==> config.mk <==
export PLATFORM = sky130hd
export DESIGN_NAME = ppu_reg_responder
export DESIGN_NICKNAME = d
export VERILOG_FILES = /design/src/rtl/ppu_types_pkg.sv /design/src/rtl/ppu_loopy_addr.sv /design/src/rtl/ppu_reg_responder.sv
export SDC_FILE = /design/constraint.sdc
export NUM_CORES = 1
export LEC_CHECK = 0
export BUFFER_PORTS_ARGS = -buffer_cell sky130_fd_sc_hd__buf_4
export CAP_MARGIN = 30
export CORE_UTILIZATION = 58
export CTS_BUF_LIST = sky130_fd_sc_hd__clkbuf_4
export DETAILED_ROUTE_END_ITERATION = 12
export GPL_TIMING_DRIVEN = 0
export PLACE_DENSITY = 0.95
export SLEW_MARGIN = 20
export SYNTH_ARGS = -nofsm -noshare
export SYNTH_HDL_FRONTEND = slang
export SYNTH_SLANG_ARGS = --single-unit
==> constraint.sdc <==
create_clock -name clock -period 3.8 [get_ports clock]
set_input_delay 0.95 -clock clock [delete_from_list [all_inputs] [get_ports clock]]
set_output_delay 0.95 -clock clock [all_outputs]
set_load 0.1 [all_outputs]
==> src/rtl/ppu_types_pkg.sv <==
// ppu_types_pkg
//   Shared types and constants for the CPU->PPU register interface.
//   reg_t is also used by the CPU memory map that generates the accesses.
package ppu_types_pkg;

  typedef enum logic [3:0] {
    REG_PPUCTRL   = 4'd0,
    REG_PPUMASK   = 4'd1,
    REG_PPUSTATUS = 4'd2,
    REG_OAMADDR   = 4'd3,
    REG_OAMDATA   = 4'd4,
    REG_PPUSCROLL = 4'd5,
    REG_PPUADDR   = 4'd6,
    REG_PPUDATA   = 4'd7,
    REG_OAMDMA    = 4'd8
  } reg_t;

  // PPUSTATUS bit positions
  localparam int unsigned STATUS_VBLANK = 7;
  localparam int unsigned STATUS_S0     = 6;
  localparam int unsigned STATUS_OVF    = 5;

  // v[13:8] value selecting palette RAM on PPUDATA reads
  localparam logic [5:0] PAL_PAGE = 6'h3F;

  localparam logic [14:0] ADDR_INC_1  = 15'd1;
  localparam logic [14:0] ADDR_INC_32 = 15'd32;

  // PPUDATA read-buffer refill sequencer
  typedef enum logic {
    ST_IDLE,
    ST_FILL
  } fill_state_t;

endpackage

==> src/rtl/ppu_loopy_addr.sv <==
// ppu_loopy_addr
//   Scroll/address latches: t (temporary address), v (current VRAM address),
//   fine_x and the shared first/second write toggle w.
// Ports
//   clock, reset_n   clock, asynchronous active-low reset
//   data             CPU write data
//   ctrl_we          PPUCTRL write (nametable select into t[11:10])
//   scroll_we        PPUSCROLL write
//   addr_we          PPUADDR write
//   w_reset          PPUSTATUS read, clears w
//   v_inc            increment v (by 32 when inc32, else by 1), 15-bit wrap
//   inc32            increment-size select (PPUCTRL bit 2)
//   t, v, fine_x     latch outputs
module ppu_loopy_addr
  import ppu_types_pkg::*;
(
  input  logic        clock,
  input  logic        reset_n,
  input  logic [7:0]  data,
  input  logic        ctrl_we,
  input  logic        scroll_we,
  input  logic        addr_we,
  input  logic        w_reset,
  input  logic        v_inc,
  input  logic        inc32,
  output logic [14:0] t,
  output logic [14:0] v,
  output logic [2:0]  fine_x
);

  logic w;

  always_ff @(posedge clock or negedge reset_n) begin
    if (!reset_n) begin
      t      <= '0;
      v      <= '0;
      fine_x <= '0;
      w      <= 1'b0;
    end else begin
      if (ctrl_we) begin
        t[11:10] <= data[1:0];
      end else if (scroll_we) begin
        if (!w) begin
          t[4:0] <= data[7:3];
          fine_x <= data[2:0];
          w      <= 1'b1;
        end else begin
          t[14:12] <= data[2:0];
          t[9:5]   <= data[7:3];
          w        <= 1'b0;
        end
      end else if (addr_we) begin
        if (!w) begin
          t[13:8] <= data[5:0];
          t[14]   <= 1'b0;
          w       <= 1'b1;
        end else begin
          t[7:0] <= data;
          v      <= {t[14:8], data};
          w      <= 1'b0;
        end
      end

      if (w_reset) begin
        w <= 1'b0;
      end

      if (v_inc) begin
        v <= v + (inc32 ? ADDR_INC_32 : ADDR_INC_1);
      end
    end
  end

endmodule

==> src/rtl/ppu_reg_responder.sv <==
// ppu_reg_responder
//   Responder end of the CPU->PPU register interface. Decodes accesses,
//   owns PPUCTRL/PPUMASK/PPUSTATUS, OAMADDR, the PPUDATA read buffer and the
//   OAMDMA kick-off, and drives the VRAM/OAM ports and the NMI line.
// Configuration
//   PPU_OPEN_BUS_EN  when defined, an 8-bit io latch captures every write and
//                    every read result; write-only register reads and
//                    PPUSTATUS[4:0] return it. Otherwise those bits read 0.
// Ports
//   clock, reset_n            clock, asynchronous active-low reset
//   cpu_clock_en              CPU-cycle strobe qualifying every access
//   reg_sel/reg_en/reg_rw     register select, access valid, 1=write 0=read
//   reg_data_wr/reg_data_rd   CPU write data / registered read data
//   vblank_set/vblank_clear   PPU timing pulses
//   sprite0_hit/sprite_ovf    status event pulses
//   ppuctrl/ppumask           control registers
//   t_addr/fine_x             scroll state for the renderer
//   vram_addr/we/wdata/re/rdata  VRAM port; vram_rdata is sampled on the
//                             edge that ends the vram_re cycle
//   pal_rdata                 palette data, combinational on vram_addr[4:0]
//   oam_addr/we/wdata/rdata   OAM port (oam_rdata combinational)
//   dma_start/dma_page        OAMDMA kick-off
//   nmi_n                     registered ~(vblank & ppuctrl[7])
module ppu_reg_responder
  import ppu_types_pkg::*;
#(
  parameter int unsigned VRAM_AW = 14
)
(
  input  logic               clock,
  input  logic               reset_n,
  input  logic               cpu_clock_en,
  input  reg_t               reg_sel,
  input  logic               reg_en,
  input  logic               reg_rw,
  input  logic [7:0]         reg_data_wr,
  output logic [7:0]         reg_data_rd,
  input  logic               vblank_set,
  input  logic               vblank_clear,
  input  logic               sprite0_hit,
  input  logic               sprite_ovf,
  output logic [7:0]         ppuctrl,
  output logic [7:0]         ppumask,
  output logic [14:0]        t_addr,
  output logic [2:0]         fine_x,
  output logic [VRAM_AW-1:0] vram_addr,
  output logic               vram_we,
  output logic [7:0]         vram_wdata,
  output logic               vram_re,
  input  logic [7:0]         vram_rdata,
  input  logic [7:0]         pal_rdata,
  output logic [7:0]         oam_addr,
  output logic               oam_we,
  output logic [7:0]         oam_wdata,
  input  logic [7:0]         oam_rdata,
  output logic               dma_start,
  output logic [7:0]         dma_page,
  output logic               nmi_n
);

  logic        access;
  logic        wr;
  logic        rd;
  logic        status_rd;
  logic        data_rd;
  logic        pal_access;
  logic        vblank;
  logic        s0;
  logic        ovf;
  logic [7:0]  buffer;
  logic [7:0]  rd_value;
  logic [7:0]  open_bus;
  logic [14:0] v;
  logic        v_unused;

  fill_state_t state_q;
  fill_state_t state_d;

  assign access     = cpu_clock_en & reg_en;
  assign wr         = access & reg_rw;
  assign rd         = access & ~reg_rw;
  assign status_rd  = rd & (reg_sel == REG_PPUSTATUS);
  assign data_rd    = rd & (reg_sel == REG_PPUDATA);
  assign pal_access = (v[13:8] == PAL_PAGE);
  assign vram_addr  = v[VRAM_AW-1:0];
  assign v_unused   = v[14];

  // The read strobe is the FILL state itself so that vram_addr still shows
  // the pre-increment v while it is high.
  assign vram_re = (state_q == ST_FILL);

  // v advances one clock after a PPUDATA access, once the strobe cycle at
  // the old address has been presented to VRAM.
  ppu_loopy_addr u_loopy (
    .clock     (clock),
    .reset_n   (reset_n),
    .data      (reg_data_wr),
    .ctrl_we   (wr & (reg_sel == REG_PPUCTRL)),
    .scroll_we (wr & (reg_sel == REG_PPUSCROLL)),
    .addr_we   (wr & (reg_sel == REG_PPUADDR)),
    .w_reset   (status_rd),
    .v_inc     (vram_we | vram_re),
    .inc32     (ppuctrl[2]),
    .t         (t_addr),
    .v         (v),
    .fine_x    (fine_x)
  );

`ifdef PPU_OPEN_BUS_EN
  logic [7:0] io_latch;

  always_ff @(posedge clock or negedge reset_n) begin
    if (!reset_n) begin
      io_latch <= '0;
    end else if (wr) begin
      io_latch <= reg_data_wr;
    end else if (rd) begin
      io_latch <= rd_value;
    end
  end

  assign open_bus = io_latch;
`else
  assign open_bus = '0;
`endif

  always_comb begin
    rd_value = open_bus;
    case (reg_sel)
      REG_PPUSTATUS: rd_value = {vblank, s0, ovf, open_bus[4:0]};
      REG_OAMDATA:   rd_value = oam_rdata;
      REG_PPUDATA:   rd_value = pal_access ? pal_rdata : buffer;
      default:       rd_value = open_bus;
    endcase
  end

  // Buffer refill sequencer
  always_comb begin
    state_d = state_q;
    case (state_q)
      ST_IDLE: if (data_rd) state_d = ST_FILL;
      ST_FILL: state_d = ST_IDLE;
      default: state_d = ST_IDLE;
    endcase
  end

  always_ff @(posedge clock or negedge reset_n) begin
    if (!reset_n) begin
      state_q <= ST_IDLE;
      buffer  <= '0;
    end else begin
      state_q <= state_d;
      if (state_q == ST_FILL) begin
        buffer <= vram_rdata;
      end
    end
  end

  // Status flags react every clock; a STATUS read wins over a same-edge
  // vblank_set, and vblank_clear wins over same-edge sprite events.
  always_ff @(posedge clock or negedge reset_n) begin
    if (!reset_n) begin
      vblank <= 1'b0;
      s0     <= 1'b0;
      ovf    <= 1'b0;
    end else begin
      if (status_rd) begin
        vblank <= 1'b0;
      end else if (vblank_set) begin
        vblank <= 1'b1;
      end else if (vblank_clear) begin
        vblank <= 1'b0;
      end

      if (vblank_clear) begin
        s0  <= 1'b0;
        ovf <= 1'b0;
      end else begin
        if (sprite0_hit) s0  <= 1'b1;
        if (sprite_ovf)  ovf <= 1'b1;
      end
    end
  end

  always_ff @(posedge clock or negedge reset_n) begin
    if (!reset_n) begin
      ppuctrl     <= '0;
      ppumask     <= '0;
      oam_addr    <= '0;
      oam_we      <= 1'b0;
      oam_wdata   <= '0;
      vram_we     <= 1'b0;
      vram_wdata  <= '0;
      dma_start   <= 1'b0;
      dma_page    <= '0;
      reg_data_rd <= '0;
      nmi_n       <= 1'b1;
    end else begin
      vram_we   <= 1'b0;
      oam_we    <= 1'b0;
      dma_start <= 1'b0;
      nmi_n     <= ~(vblank & ppuctrl[7]);

      // OAMADDR advances after the oam_we cycle so the write lands at the
      // address in place when OAMDATA was written.
      if (oam_we) begin
        oam_addr <= oam_addr + 8'd1;
      end

      if (wr) begin
        case (reg_sel)
          REG_PPUCTRL: ppuctrl  <= reg_data_wr;
          REG_PPUMASK: ppumask  <= reg_data_wr;
          REG_OAMADDR: oam_addr <= reg_data_wr;
          REG_OAMDATA: begin
            oam_we    <= 1'b1;
            oam_wdata <= reg_data_wr;
          end
          REG_PPUDATA: begin
            vram_we    <= 1'b1;
            vram_wdata <= reg_data_wr;
          end
          REG_OAMDMA: begin
            dma_page  <= reg_data_wr;
            dma_start <= 1'b1;
          end
          default: ;
        endcase
      end

      if (rd) begin
        reg_data_rd <= rd_value;
      end
    end
  end

endmodule

# Yosys cells after proc, flatten, opt, wreduce, memory -nomap -nowiden
# Cells that the tools add are included.
classes:
  mux: 41
  n_bitwise: 15
  add_sub_neg: 2
  eq_ne: 18
  n_reduce_logical: 22
op_table:
  columns: ["op", "count"]
  rows:
  - ["$mux W15", 6]
  - ["$mux W8", 5]
  - ["$pmux W8 S3", 1]
  - ["$mux W1", 19]
  - ["$eq A4 B3 Y1 const B", 4]
  - ["$reduce_and A4 Y1", 4]
  - ["$add A15 B15 Y15", 1]
  - ["$reduce_bool A2 Y1", 7]
  - ["$ne A2 B2 Y1 const B", 6]
  - ["$reduce_and A2 Y1", 6]
  - ["$mux W10", 1]
  - ["$mux W5", 2]
  - ["$and A1 B1 Y1", 9]
  - ["$add A8 B1 Y8 const B", 1]
  - ["$eq A4 B2 Y1 const B", 2]
  - ["$mux W7", 1]
  - ["$eq A6 B6 Y1 const B", 1]
  - ["$mux W3", 2]
  - ["$mux W6", 1]
  - ["$ne A2 B1 Y1 const B", 3]
  - ["$reduce_and A3 Y1", 2]
  - ["$reduce_bool A3 Y1", 2]
  - ["$not A1 Y1", 5]
  - ["$eq A4 B1 Y1 const B", 1]
  - ["other kinds (5)", 6]
totals:
  inputBits: 45
  wordCells: 121
  register_bits: 106
  output_inout_bits: 93

# Logic depth before layout (Yosys ltp)
depth:
  word_depth: 7
  mapped_depth: 9
  mapped_depth_nobuf: 9

# Cells and area by module
# From an unflattened synthesis, not the netlist that was laid out.
hier_totals:
  cells_unflattened: 449
  area_unflattened_um2: 5023.6
by_module_without_submodules:
  columns: ["module", "n_inst", "seq_area_each_um2", "cells_per_inst", "area_each_um2"]
  rows:
  - ["ppu_reg_responder", 1, 1803.0, 256, 3135.5]
  - ["ppu_loopy_addr", 1, 850.8, 193, 1888.1]

# Worst setup path after synthesis
# Ideal clock, no wire load.
synth_path:
  path_kind: "input-to-reg"
  startpoint: "input port reg_sel[1]"
  endpoint: "register u_loopy.t[0]"
  required_ps: 3675
  arrival_time_ps: 2234
  setup_slack_ps: 1440
  cell_stages: 7
  n_path_buf: 1
  path_cell_list: "buf_4 nor2b_2 nand2_1 inv_1 ha_1 nor2_2 mux2_2"
synth_between:
  elab_chain_len: 4
synth_rtl:
  columns: ["element", "line_no", "rtl"]
  rows:
  - ["from (decl)", "ppu_reg_responder.sv:33", "input reg_t reg_sel,"]
  - ["$eq A4 B3 Y1 (tied with other cells)", "ppu_reg_responder.sv:99", ".scroll_we (wr & (reg_sel == REG_PPUSCROLL)),"]
  - ["$and A1 B1 Y1, on equally long branches", "ppu_reg_responder.sv:99, ppu_reg_responder.sv:98, ppu_reg_responder.sv:100", null]
  - ["$ne A2 B2 Y1 (no line) (tied with other cells)", null, null]
  - ["$reduce_and A4 Y1 (no line)", null, null]
  - ["to (signal assigned)", "ppu_loopy_addr.sv:44", "t[4:0] <= data[7:3];"]
  - ["to (signal assigned)", "ppu_loopy_addr.sv:58", "t[7:0] <= data;"]
  - ["to (decl)", "ppu_loopy_addr.sv:26", "output logic [14:0] t,"]
# Parallel ways exist; a longest one is shown, timed or not.
# A chain may end at the register's enable or synchronous reset.

# Worst setup path after layout
layout_path:
  startpoint: "register ppuctrl[2]"
  endpoint: "output port ppuctrl[2]"
layout_lines:
  columns: ["element", "line_no", "rtl"]
  rows:
  - ["from (decl)", "ppu_reg_responder.sv:42", "output logic [7:0] ppuctrl,"]
  - ["from (signal assigned)", "ppu_reg_responder.sv:212", "REG_PPUCTRL: ppuctrl <= reg_data_wr;"]
# No word-level cell between the ends.

==> summary.txt <==
Run status
  • Outcome: finished, final reports clean

Place
  • DP HPWL: 9390 um
  • Port bufs: 134
  • Routability Congestion: 0.892
  • Dpl cells: 674
  • Dpl ws: 1140 ps

Global routing
  • Vias in the first global route: 4022
  • Overall Global Routing Usage: 0.297
  • Initial antenna violation count: 0
  • Global-route wire length before repair: 20200 um
  • Gr ovfl total: 0
  • Largest net degree at the start of global routing: 106

Die
  • CORE AREA: 0.00826 mm^2
  • Rows: 33
  • Die W: 94.5 um
  • Initial Utilization: 0.600
  • Area of the die: 0.00892 mm^2
  • Die H: 94.5 um
  • Top Ports: 138

Clock tree
  • Count of cells resized by post-cts repair: 0
  • CTS Buf Count: 9
  • CTS tree: built
  • Htree depth: 3
  • CTS root buf: clkbuf_4
  • # Post-CTS Setup Buffers: 0
  • Clock Pin Slew Worst Setup and Hold Paths: 160 ps
  • Hold buffers post-CTS: 0
  • Clk sinks: 105
  • Clock Path Buffers: 2
  • Clk_lat worst skew: 460 ps

Worst setup path
  • CP Data Required Time: 2850 ps
  • Worst Setup End Kind: primary output
  • Worst-path maximum fanout: 4
  • Setup crit start kind: register
  • Critical path origin: ppuctrl[2]$_DFFE_PN0P_
  • Kind of critical path: register to primary output
  • CP arrival: 1320 ps
  • Reg2Reg Depth: 5
  • Worst r2r src: ppuctrl[2]$_DFFE_PN0P_

Power
  • Comb pwr share: 0.488
  • Pwr dens: 621 mW/mm^2
  • Sequential share of power: 0.377
  • Clock network fraction of total power: 0.135
  • Internal: 0.00185 W
  • P_sw: 0.00203 W
  • Leak: 3.06 nW
  • Tot Pwr: 0.00388 W
  • Sw frac: 0.523
  • Peak VDD IR: 0.000545 V

Flow run
  • Max cap viols: 0

Route
  • Routed WL per cell: 18.6 um
  • Total number of vias: 4067
  • First-pass DRT Iterations: 4
  • Initial DRC Count: 196
  • WL final: 12900 um
  • Routed Antenna Nets: 0
  • Post-route DRC: 0
  • Avg Vias per Cell: 5.89

Synthesis
  • Synth Cell Area: 0.00496 mm^2
  • Count leader, synth: dfrtp_1
  • Top FF cell, synth: dfrtp_1
  • Syn_nets: 486
  • Post-synth EDFFs: 0
  • #FFs+latches synth: 105
  • Syn Area/Cell: 11.4 um^2
  • Largest cells by area after synthesis: dfrtp_1 52%, mux2_2 13%, nand2_1 2.5%, nor2_1 2.2%, a21oi_1 2.1%
  • Synth cell count leaders: 104 x dfrtp_1, 57 x mux2_2, 33 x nand2_1
  • Ys Warns: 0
  • Post-synthesis sequential area ratio: 0.530
  • Post-synthesis cell type count: 57
  • Post-Synthesis Cells: 435
  • Synth area leader: dfrtp_1
  • Ys async rst share: 1.00
  • Proportion of netlist area held by the largest area contributor: 0.525

Final layout
  • Nets: 632
  • Synth-to-Final Area Change: 26.0%
  • # diodes: 0
  • Finished Layout Cells: 691
  • Share of layout cells above drive strength 1: 0.404

Timing
  • Slew Viols, Final: 0
  • Tmin final: 2270 ps
  • Relative slew slack: 0.548
  • Setup TNS: 0 ps
  • Unrepaired setup endpoints after global routing: false
  • Min setup slack post-route: 1530 ps
  • Fin crit share: 0.597
  • Final setup fails: 0
  • Final hold violations: 0
  • Fmax: 441 MHz
  • Clock Skew: 10.9 ps
  • Worst Tran Pin Value: 678 ps

Min path
  • Hold/Removal Path Class: input pin to asynchronous set/reset pin
[cells in the final DEF (no fill, tap or decap), types with 3 or more instances in the layout]
cell and count:
buf_4 136, dfrtp_1 104, mux2_2 57, nand2_1 33
nor2_1 29, a21oi_1 21, nand3_1 19, inv_1 13
clkbuf_1 11, o21ai_0 11, clkbuf_4 9, buf_2 8
mux2i_1 7, nor3_1 7, nand3b_1 7, nand4_1 6
xor2_1 6, ha_1 6, xnor2_1 5, mux2_4 5
a31oi_1 5, nor4_1 5, a21boi_0 5, a32oi_1 5
nand4b_1 4, or2_2 4, and3_1 3, a21o_1 3
a311oi_1 3, a221o_1 3, inv_6 3
[flip-flops by register name (all words and copies together), names as in the netlist, 3 cells and up]
name / count
reg_data_rd: 8
u_loopy.t: 15
dma_page: 8
buffer: 8
ppuctrl: 8
u_loopy.fine_x: 3
oam_wdata: 8
ppumask: 8
oam_addr: 8
vram_wdata: 8
u_loopy.v: 14
[final cells by class]
class	instances	area, um^2
plain buffers	24	119
clock buffers	9	67.6
clock inverters	7	52.6
fillers	567	2010
inverters	13	48.8
multi-input cells	293	2160
flip-flops and latches	105	2630
well taps	105	131
repair buffers	135	1040
[worst max-delay path, cell delays in order (launching register included)]
cell     delay, ps
dfrtp_1        460
buf_4          130
buf_4          270
[power by group through the flow]
stage               registers (W)  clock network [W]  logic, W
floorplan                 0.00259                  0  0.000314
global placement          0.00146                  0   0.00186
finish                    0.00146           0.000525   0.00189
CTS                       0.00146           0.000532   0.00190
global route              0.00148           0.000571   0.00196
detailed placement        0.00148                  0   0.00189
[layer usage]
metal  vias to the layer above  GRT usage  part of all wire
li1                       1860          -                 -
met1                      2018      0.385              0.42
met2                       172      0.501              0.50
met3                        17     0.0676             0.076
met4                         0     0.0871             0.011
met5                         -          0                 0
[logic make-up after synthesis]
| logic type | share of synthesized area |
|---|---|
| AO/OA/AOI/OAI | 0.0992 |
| XOR/XNOR | 0.0194 |
| adder cells (fa/ha/maj) | 0.0151 |
| buffers and inverters | 0.0338 |
| flip-flops | 0.530 |
| multiplexers | 0.159 |
| AND/OR/NAND/NOR | 0.143 |
[path summary, 6_finish.rpt]
kind | endpoint | slack (ps)
max in group asynchronous | nmi_n$_DFF_PN1_ | 2730
min in group clock | nmi_n$_DFF_PN1_ | 430
min | u_loopy.v[8]$_DFFE_PN0P_ | 400
max reg2reg | u_loopy.v[10]$_DFFE_PN0P_ | 1750
min reg2reg | nmi_n$_DFF_PN1_ | 430
max | ppuctrl[2] | 1530
[metrics by stage]
stage / hold slack [ps] / util / cell area (um^2)
after floorplan: 394 / - / 4960
after global placement: 422 / 0.738 / 6090
after detailed placement: 410 / 0.738 / 6100
after CTS: 443 / 0.753 / 6220
after global routing: 422 / 0.756 / 6250
final: 401 / 0.756 / 6250
(Power assumes the default switching activity.)
